--- config.mk ---
export PLATFORM = sky130hd
export DESIGN_NAME = uart_tx_periph
export DESIGN_NICKNAME = d
export VERILOG_FILES = /design/src/rtl/uart_pkg.sv /design/src/rtl/uart_tx_periph_sync_fifo.sv /design/src/rtl/uart_tx_periph.sv
export SDC_FILE = /design/constraint.sdc
export NUM_CORES = 1
export LEC_CHECK = 0
export CAP_MARGIN = 25
export CORE_UTILIZATION = 51
export CTS_BUF_LIST = sky130_fd_sc_hd__clkbuf_4 sky130_fd_sc_hd__clkbuf_8 sky130_fd_sc_hd__clkbuf_16
export CTS_CLUSTER_DIAMETER = 150
export DETAILED_ROUTE_END_ITERATION = 6
export PLACE_DENSITY = 0.8
export SYNTH_ARGS = -nofsm -noshare
export SYNTH_HDL_FRONTEND = slang
export SYNTH_SLANG_ARGS = --single-unit
--- constraint.sdc ---
create_clock -name clk -period 3.8 [get_ports clk]
set_input_delay 0.76 -clock clk [delete_from_list [all_inputs] [get_ports clk]]
set_output_delay 0.76 -clock clk [all_outputs]
set_load 0.005 [all_outputs]
--- src/rtl/uart_pkg.sv ---
// Shared types and register-map constants for the memory-mapped UART transmitter.
package uart_pkg;

    typedef enum logic [1:0] {
        IDLE,
        START,
        DATA,
        STOP
    } uart_state_t;

    localparam logic [2:0] TXDATA_OFS = 3'h0;
    localparam logic [2:0] STATUS_OFS = 3'h4;

    localparam int unsigned ST_FULL    = 0;
    localparam int unsigned ST_EMPTY   = 1;
    localparam int unsigned ST_BUSY    = 2;
    localparam int unsigned ST_OVF     = 3;
    localparam int unsigned ST_CNT_LSB = 4;
    localparam int unsigned ST_CNT_MSB = 7;

    // STATUS only has a 4-bit count field; deeper FIFOs report 15.
    function automatic logic [3:0] sat_nibble(input logic [31:0] n);
        return (n > 32'd15) ? 4'hF : n[3:0];
    endfunction

endpackage

--- src/rtl/uart_tx_periph_sync_fifo.sv ---
// Single-clock FIFO with simultaneous push/pop; a push into a full FIFO is
// only accepted when a pop frees the slot in the same cycle.
module sync_fifo #(
    parameter int unsigned WIDTH = 8,
    parameter int unsigned DEPTH = 8
) (
    input  logic                       i_clk,
    input  logic                       i_reset,
    input  logic                       i_push,
    input  logic [WIDTH-1:0]           i_data,
    input  logic                       i_pop,
    output logic [WIDTH-1:0]           o_data,
    output logic                       o_full,
    output logic                       o_empty,
    output logic                       o_drop,
    output logic [$clog2(DEPTH):0]     o_count
);

    localparam int unsigned AW = $clog2(DEPTH);

    logic [WIDTH-1:0] r_mem [DEPTH];
    logic [AW-1:0]    r_wr_ptr;
    logic [AW-1:0]    r_rd_ptr;
    logic [AW:0]      r_count;

    logic w_do_pop;
    logic w_do_push;

    assign o_full    = (r_count == AW'(0) + (AW+1)'(DEPTH));
    assign o_empty   = (r_count == '0);
    assign w_do_pop  = i_pop && !o_empty;
    assign w_do_push = i_push && (!o_full || w_do_pop);
    assign o_drop    = i_push && !w_do_push;
    assign o_data    = r_mem[r_rd_ptr];
    assign o_count   = r_count;

    always_ff @(posedge i_clk) begin
        if (w_do_push) begin
            r_mem[r_wr_ptr] <= i_data;
        end
    end

    always_ff @(posedge i_clk) begin
        if (i_reset) begin
            r_wr_ptr <= '0;
            r_rd_ptr <= '0;
            r_count  <= '0;
        end else begin
            if (w_do_push) begin
                r_wr_ptr <= r_wr_ptr + 1'b1;
            end
            if (w_do_pop) begin
                r_rd_ptr <= r_rd_ptr + 1'b1;
            end
            case ({w_do_push, w_do_pop})
                2'b10:   r_count <= r_count + 1'b1;
                2'b01:   r_count <= r_count - 1'b1;
                default: r_count <= r_count;
            endcase
        end
    end

endmodule

--- src/rtl/uart_tx_periph.sv ---
// Memory-mapped 8N1 UART transmitter: TXDATA/STATUS register window feeding a
// byte FIFO that drains into a bit-serial engine driving tx.
module uart_tx_periph
    import uart_pkg::*;
#(
    parameter logic [31:0] BASE_ADDR  = 32'hFFFF_FF00,
    parameter int unsigned CLK_HZ     = 12_000_000,
    parameter int unsigned BAUD       = 115_200,
    parameter int unsigned DIVISOR    = CLK_HZ / BAUD,
    parameter int unsigned FIFO_DEPTH = 8
) (
    input  logic        clk,
    input  logic        reset,
    input  logic        dmem_wren,
    input  logic [31:0] dmem_address,
    input  logic [31:0] dmem_data_in,
    output logic [31:0] dmem_data_out,
    output logic        hit,
    output logic        tx
);

    localparam int unsigned CW = $clog2(FIFO_DEPTH) + 1;
    localparam int unsigned BW = $clog2(DIVISOR);
    localparam logic [BW-1:0] BAUD_RELOAD = BW'(DIVISOR - 1);

    // Register decode
    logic w_in_win;
    logic w_sel_status;
    logic w_wr_txdata;
    logic w_ovf_clr;
    logic w_unused;

    assign w_in_win     = (dmem_address[31:3] == BASE_ADDR[31:3]);
    assign w_sel_status = (dmem_address[2] == STATUS_OFS[2]);
    assign w_wr_txdata  = dmem_wren && w_in_win && (dmem_address[2] == TXDATA_OFS[2]);
    assign w_ovf_clr    = dmem_wren && w_in_win && w_sel_status && dmem_data_in[ST_OVF];
    assign w_unused     = ^{dmem_address[1:0], dmem_data_in[31:8]};

    // FIFO
    logic          w_pop;
    logic [7:0]    w_fifo_q;
    logic          w_full;
    logic          w_empty;
    logic          w_drop;
    logic [CW-1:0] w_count;

    sync_fifo #(
        .WIDTH(8),
        .DEPTH(FIFO_DEPTH)
    ) u_fifo (
        .i_clk   (clk),
        .i_reset (reset),
        .i_push  (w_wr_txdata),
        .i_data  (dmem_data_in[7:0]),
        .i_pop   (w_pop),
        .o_data  (w_fifo_q),
        .o_full  (w_full),
        .o_empty (w_empty),
        .o_drop  (w_drop),
        .o_count (w_count)
    );

    // Serial engine state
    uart_state_t   r_state;
    uart_state_t   w_state_n;
    logic [7:0]    r_shreg;
    logic [7:0]    w_shreg_n;
    logic [BW-1:0] r_baud_cnt;
    logic [BW-1:0] w_baud_n;
    logic [2:0]    r_bit_idx;
    logic [2:0]    w_bit_n;
    logic          w_tx_n;
    logic          w_baud_done;
    logic          r_ovf;

    assign w_baud_done = (r_baud_cnt == '0);

    always_comb begin
        w_state_n = r_state;
        w_shreg_n = r_shreg;
        w_baud_n  = r_baud_cnt;
        w_bit_n   = r_bit_idx;
        w_pop     = 1'b0;

        case (r_state)
            IDLE: begin
                if (!w_empty) begin
                    w_pop     = 1'b1;
                    w_shreg_n = w_fifo_q;
                    w_baud_n  = BAUD_RELOAD;
                    w_bit_n   = '0;
                    w_state_n = START;
                end
            end
            START: begin
                if (w_baud_done) begin
                    w_baud_n  = BAUD_RELOAD;
                    w_state_n = DATA;
                end else begin
                    w_baud_n = r_baud_cnt - 1'b1;
                end
            end
            DATA: begin
                if (w_baud_done) begin
                    w_shreg_n = {1'b0, r_shreg[7:1]};
                    w_baud_n  = BAUD_RELOAD;
                    if (r_bit_idx == 3'd7) begin
                        w_state_n = STOP;
                    end else begin
                        w_bit_n = r_bit_idx + 1'b1;
                    end
                end else begin
                    w_baud_n = r_baud_cnt - 1'b1;
                end
            end
            STOP: begin
                if (w_baud_done) begin
                    w_baud_n = BAUD_RELOAD;
                    // Chain straight into the next start bit when more bytes wait.
                    if (!w_empty) begin
                        w_pop     = 1'b1;
                        w_shreg_n = w_fifo_q;
                        w_bit_n   = '0;
                        w_state_n = START;
                    end else begin
                        w_state_n = IDLE;
                    end
                end else begin
                    w_baud_n = r_baud_cnt - 1'b1;
                end
            end
            default: begin
                w_state_n = IDLE;
            end
        endcase

        // tx is registered from the next state so the pin changes on the same edge as the state.
        case (w_state_n)
            START:   w_tx_n = 1'b0;
            DATA:    w_tx_n = w_shreg_n[0];
            default: w_tx_n = 1'b1;
        endcase
    end

    always_ff @(posedge clk) begin
        if (reset) begin
            r_state    <= IDLE;
            r_shreg    <= '0;
            r_baud_cnt <= '0;
            r_bit_idx  <= '0;
            tx         <= 1'b1;
        end else begin
            r_state    <= w_state_n;
            r_shreg    <= w_shreg_n;
            r_baud_cnt <= w_baud_n;
            r_bit_idx  <= w_bit_n;
            tx         <= w_tx_n;
        end
    end

    // Overflow is sticky; a drop in the same cycle as a clear keeps it set.
    always_ff @(posedge clk) begin
        if (reset) begin
            r_ovf <= 1'b0;
        end else if (w_drop) begin
            r_ovf <= 1'b1;
        end else if (w_ovf_clr) begin
            r_ovf <= 1'b0;
        end
    end

    // Read path
    logic [31:0] w_status;

    always_comb begin
        w_status                        = '0;
        w_status[ST_FULL]               = w_full;
        w_status[ST_EMPTY]              = w_empty;
        w_status[ST_BUSY]               = (r_state != IDLE);
        w_status[ST_OVF]                = r_ovf;
        w_status[ST_CNT_MSB:ST_CNT_LSB] = sat_nibble(32'(w_count));
    end

    always_ff @(posedge clk) begin
        if (reset) begin
            hit           <= 1'b0;
            dmem_data_out <= '0;
        end else begin
            hit           <= w_in_win;
            dmem_data_out <= (w_in_win && w_sel_status) ? w_status : '0;
        end
    end

endmodule

==> tab_implementation.tex <==
\begin{tabular}{lr}
\hline
Metric & Value \\
\hline
\multicolumn{2}{l}{\textbf{Outcome}} \\
\quad Run status & finished, final reports clean \\
\multicolumn{2}{l}{\textbf{Critical path}} \\
\quad Endpoint arrival time on the critical path & 3.65 ns \\
\quad Worst R2R Path Depth & 13 \\
\quad Source of the worst register-to-register timing path & r\_baud\_cnt[0]\$\_SDFFE\_PP0P\_ \\
\quad Startpoint types & input port \\
\quad CP required & 4.10 ns \\
\quad Max FO, Critical Path & 4 \\
\quad Reg-to-Reg End & u\_fifo.o\_count[2]\$\_SDFFE\_PP0P\_ \\
\quad Register-to-register setup slack & 0.83 ns \\
\quad Crit. End Element & register \\
\quad Worst Path Class, Setup & in -> reg \\
\multicolumn{2}{l}{\textbf{Yosys}} \\
\quad Biggest area contributors in the synthesized netlist & sky130\_fd\_sc\_hd\_\_edfxtp\_1, sky130\_fd\_sc\_hd\_\_dfxtp\_1, sky130\_fd\_sc\_hd\_\_mux4\_2 \\
\quad Multiplexer share of the synthesized area & 9.803\% \\
\quad Xor and xnor area share after synthesis & under 10\% \\
\quad Main flop type after synthesis & sky130\_fd\_sc\_hd\_\_edfxtp\_1 \\
\quad Fraction of the mapped netlist area in adder cells & 3.537\% \\
\quad Synth Warn \# & 0 \\
\quad Average cell area after synthesis & 12.80 um2 \\
\quad Yosys top cell area share & 38.81\% \\
\quad Number of unique standard cell types used by synthesis & 59 \\
\quad Area fraction in and, or, nand and nor cells after synthesis & 13.09\% \\
\quad List of most frequent post-synthesis cells & sky130\_fd\_sc\_hd\_\_edfxtp\_1, sky130\_fd\_sc\_hd\_\_dfxtp\_1, sky130\_fd\_sc\_hd\_\_buf\_4 \\
\quad Most frequent cell after synthesis & sky130\_fd\_sc\_hd\_\_edfxtp\_1 \\
\quad Synthesis-stage register bit count & 108 \\
\quad Fraction of the yosys area taken by sequential cells & 56.59\% \\
\quad Biggest area consumer among synthesized cells & sky130\_fd\_sc\_hd\_\_edfxtp\_1 \\
\quad Compound-Gate Fraction of Synth Area & under 10\% \\
\quad Synthesized netlist cell count & between 300 and 400 \\
\quad Proportion of synthesized flip-flops having asynchronous set or reset & 0\% \\
\quad Netlist Area Pre-Place & 4952 um2 \\
\quad Combinational family with the most area after synthesis & simple AND/OR/NAND/NOR gates \\
\quad Number of flops mapped to enable cells by yosys & 64 \\
\multicolumn{2}{l}{\textbf{Pwr}} \\
\quad Worst-case vdd ir drop & 0.0001979 V \\
\quad Leakage power & 1.977 nW \\
\quad Pwr/cell area & 353.5 nW/um2 \\
\quad PnR Total Power & 2.023 mW \\
\multicolumn{2}{l}{\textbf{STA}} \\
\quad Minimum clock period & 3.347 ns \\
\quad Final Setup Violations & 0 \\
\quad Slew Viols, Final & 0 \\
\quad Total Negative Setup Slacks & 0 ns \\
\quad Max-Slew Margin vs Limit & 40.13\% \\
\quad Crit share post-route & 88.09\% \\
\quad Final critical-path setup slack & 0.4526 ns \\
\quad Final Hold Vio Count & 0 \\
\quad Transition at the pin with the smallest max-transition slack & $\sim$0.90 ns \\
\quad Highest achievable clock rate & 298.7 MHz \\
\quad RSZ-0062 raised after global routing & no \\
\quad Worst-case clock skew & 0.01586 ns \\
\quad Tightest hold margin & 0.4955 ns \\
\multicolumn{2}{l}{\textbf{Finish}} \\
\quad Number of non-filler instances in the completed layout & 575 \\
\quad Net count, final & 522 \\
\quad Area growth from synthesis to final layout & 15.56\% \\
\quad Multi-input logic area & 1926 um2 \\
\quad FF/Latch Area & 2803 um2 \\
\quad Share of layout cells above drive strength 1 & 13.68\% \\
\quad Number of antenna cells inserted & 0 \\
\quad Layout fillers & 721 \\
\multicolumn{2}{l}{\textbf{Route}} \\
\quad Remaining antenna violation count & 0 \\
\quad Average wire length per cell after detail routing & 16.28 um \\
\quad DR iter-0 viols & 251 \\
\quad DRC violation count after routing & 0 \\
\quad Via density per instance & 5.703 \\
\quad First drt pass iteration count & 4 \\
\quad Final Routed Wirelength & 9360 um \\
\quad Vias post-DR & 3,279 \\
\multicolumn{2}{l}{\textbf{GRT}} \\
\quad GRT Total Usage & 20.19\% \\
\quad Initial antenna violation count & 0 \\
\quad Via count of the first global-routing pass & about 3.3k \\
\quad Total overflow reported by the global router & 0 \\
\quad Pin count of the biggest net entering global routing & 26 \\
\quad Global-route wire length before repair & 15,570 um \\
\multicolumn{2}{l}{\textbf{Place}} \\
\quad Placed insts & 559 \\
\quad Weighted congestion at the end of routability-driven global placement & 0.7981 \\
\quad Number of buffer cells added on primary ports & 50 \\
\quad Post-place setup slack & just over 0.08 ns \\
\quad Detailed placer's ending HPWL & approximately 6500 um \\
\multicolumn{2}{l}{\textbf{Worst hold path}} \\
\quad Critical hold path startpoint & r\_bit\_idx[2]\$\_SDFFE\_PP0P\_ \\
\quad Hold/Removal Path Class & reg -> reg \\
\quad Worst Hold Path EP & r\_bit\_idx[2]\$\_SDFFE\_PP0P\_ \\
\quad Number of stages on the worst hold path & 1 \\
\multicolumn{2}{l}{\textbf{Floorplanning}} \\
\quad IO Count & around 100 \\
\quad Floorplan die height & 100.5 um \\
\quad Number of core rows & 35 \\
\quad Floorplan core area & 9328 um2 \\
\quad X dimension of the die & between 100 and 150 um \\
\quad Initial Utilization & around 53\% \\
\quad Area of the die & around 10,000 um2 \\
\multicolumn{2}{l}{\textbf{CTS}} \\
\quad \# resized after CTS & 0 \\
\quad Count of clock tree sinks & 108 \\
\quad Setup bufs post-CTS & 0 \\
\quad Number of buffers created by CTS & 9 \\
\quad Number of hold buffers added after cts & 0 \\
\quad Max clock buf depth & 2 \\
\quad CTS root buf & sky130\_fd\_sc\_hd\_\_clkbuf\_8 \\
\quad Clock slew at the register clock pins of the worst setup and hold paths & between 0.1 and 0.15 ns \\
\quad Number of levels the H-tree was split into & 3 \\
\quad CTS tree & built \\
\quad Clk\_lat worst skew & $\sim$0.36 ns \\
\multicolumn{2}{l}{\textbf{Flow run}} \\
\quad Number of max-cap violations & 0 \\
\hline
\end{tabular}
placed cells by master, fill, tap and decap left out, types with 4 or more instances in the layout:
master	instances
sky130_fd_sc_hd__o21ai_0	7
sky130_fd_sc_hd__mux2i_1	8
sky130_fd_sc_hd__nor2_1	24
sky130_fd_sc_hd__nor3_1	8
sky130_fd_sc_hd__nor2b_1	4
sky130_fd_sc_hd__dfxtp_1	44
sky130_fd_sc_hd__nor4_1	4
sky130_fd_sc_hd__inv_1	13
sky130_fd_sc_hd__and3_1	9
sky130_fd_sc_hd__mux4_2	16
sky130_fd_sc_hd__buf_4	12
sky130_fd_sc_hd__nand3_1	6
sky130_fd_sc_hd__a31oi_1	4
sky130_fd_sc_hd__nand2_1	14
sky130_fd_sc_hd__a21oi_1	17
sky130_fd_sc_hd__nand4_1	9
sky130_fd_sc_hd__nor4b_2	4
sky130_fd_sc_hd__a211oi_1	5
sky130_fd_sc_hd__clkbuf_8	9
sky130_fd_sc_hd__clkdlybuf4s50_1	50
sky130_fd_sc_hd__a32o_1	4
sky130_fd_sc_hd__conb_1	24
sky130_fd_sc_hd__edfxtp_1	64
sky130_fd_sc_hd__xor2_1	8
sky130_fd_sc_hd__ha_1	14
sky130_fd_sc_hd__o21ai_1	6
metrics by stage:
stage          util [%]  instance area (um2)
2_1_floorplan         -                 5039
3_3_place_gp      59.32                 5533
3_5_place_dp      59.32                 5533
4_1_cts           61.35                 5723
5_1_grt           61.35                 5723
6_report          61.35                 5723
worst max-delay path: stages:
cell                              delay [ns]
sky130_fd_sc_hd__clkdlybuf4s50_1        0.40
sky130_fd_sc_hd__or4_4                  0.54
sky130_fd_sc_hd__nor4_4                 0.29
sky130_fd_sc_hd__and3_1                 0.27
sky130_fd_sc_hd__nand3_4                0.10
sky130_fd_sc_hd__ha_1                   0.27
sky130_fd_sc_hd__xor2_1                 0.16
sky130_fd_sc_hd__ha_1                   0.19
sky130_fd_sc_hd__a21oi_1                0.14
sky130_fd_sc_hd__xor2_1                 0.09
sky130_fd_sc_hd__or3_1                  0.30
sky130_fd_sc_hd__a21oi_1                0.13
cell type report:
| cell class | instances | share of cell area [%] |
|---|---|---|
| multi-input cells | 246 | 33.65 |
| well taps | 129 | 2.820 |
| clock buffers | 9 | 2.164 |
| clock inverters | 7 | 1.159 |
| inverters | 14 | 0.9182 |
| flip-flops and latches | 108 | 48.97 |
| repair buffers | 62 | 10.32 |
worst max path at each step:
stage	slack, ns	start	endpoint
after global routing	0.26	dmem_address[4]	u_fifo.o_count[2]$_SDFFE_PP0P_
after CTS	0.46	dmem_address[4]	u_fifo.o_count[2]$_SDFFE_PP0P_
after global placement	0.11	dmem_address[4]	u_fifo.o_count[2]$_SDFFE_PP0P_
after detailed placement	0.08	dmem_address[4]	u_fifo.o_count[2]$_SDFFE_PP0P_
after floorplan	0.48	dmem_address[4]	u_fifo.o_count[2]$_SDFFE_PP0P_
final	0.45	dmem_address[4]	u_fifo.o_count[2]$_SDFFE_PP0P_
per-layer routing:
| layer | track usage [%] | vias up | routed length (um) |
|---|---|---|---|
| met4 | 7.581 | 0 | 182 |
| li1 | - | 1537 | - |
| met1 | 26.14 | 1585 | 3970 |
| met5 | 0 | - | 0 |
| met3 | 3.259 | 15 | 563 |
| met2 | 34.35 | 142 | 4642 |
registers in the layout (all words and copies together) (netlist names), named ones only:
signal / count
hit: 1
dmem_data_out: 8
r_state: 2
u_fifo.o_count: 4
r_bit_idx: 3
u_fifo.r_wr_ptr: 3
tx: 1
u_fifo.r_rd_ptr: 3
r_baud_cnt: 7
r_ovf: 1
r_shreg: 8
u_fifo.r_mem: 64
logic make-up after synthesis:
family / Yosys count
compound gates: 65
flops: 108
fa+ha+maj: 14
xor+xnor: 10
buf+inv: 56
mux: 28
simple gates: 105
other cells: 1
where the power goes:
| group | total, mW | switching, mW | internal [mW] |
|---|---|---|---|
| registers | 1.24 | 0.00429 | 1.24 |
| clock network | 0.664 | 0.411 | 0.253 |
| logic | 0.115 | 0.0590 | 0.0560 |
No activity file was read; power rests on OpenSTA's default activity.
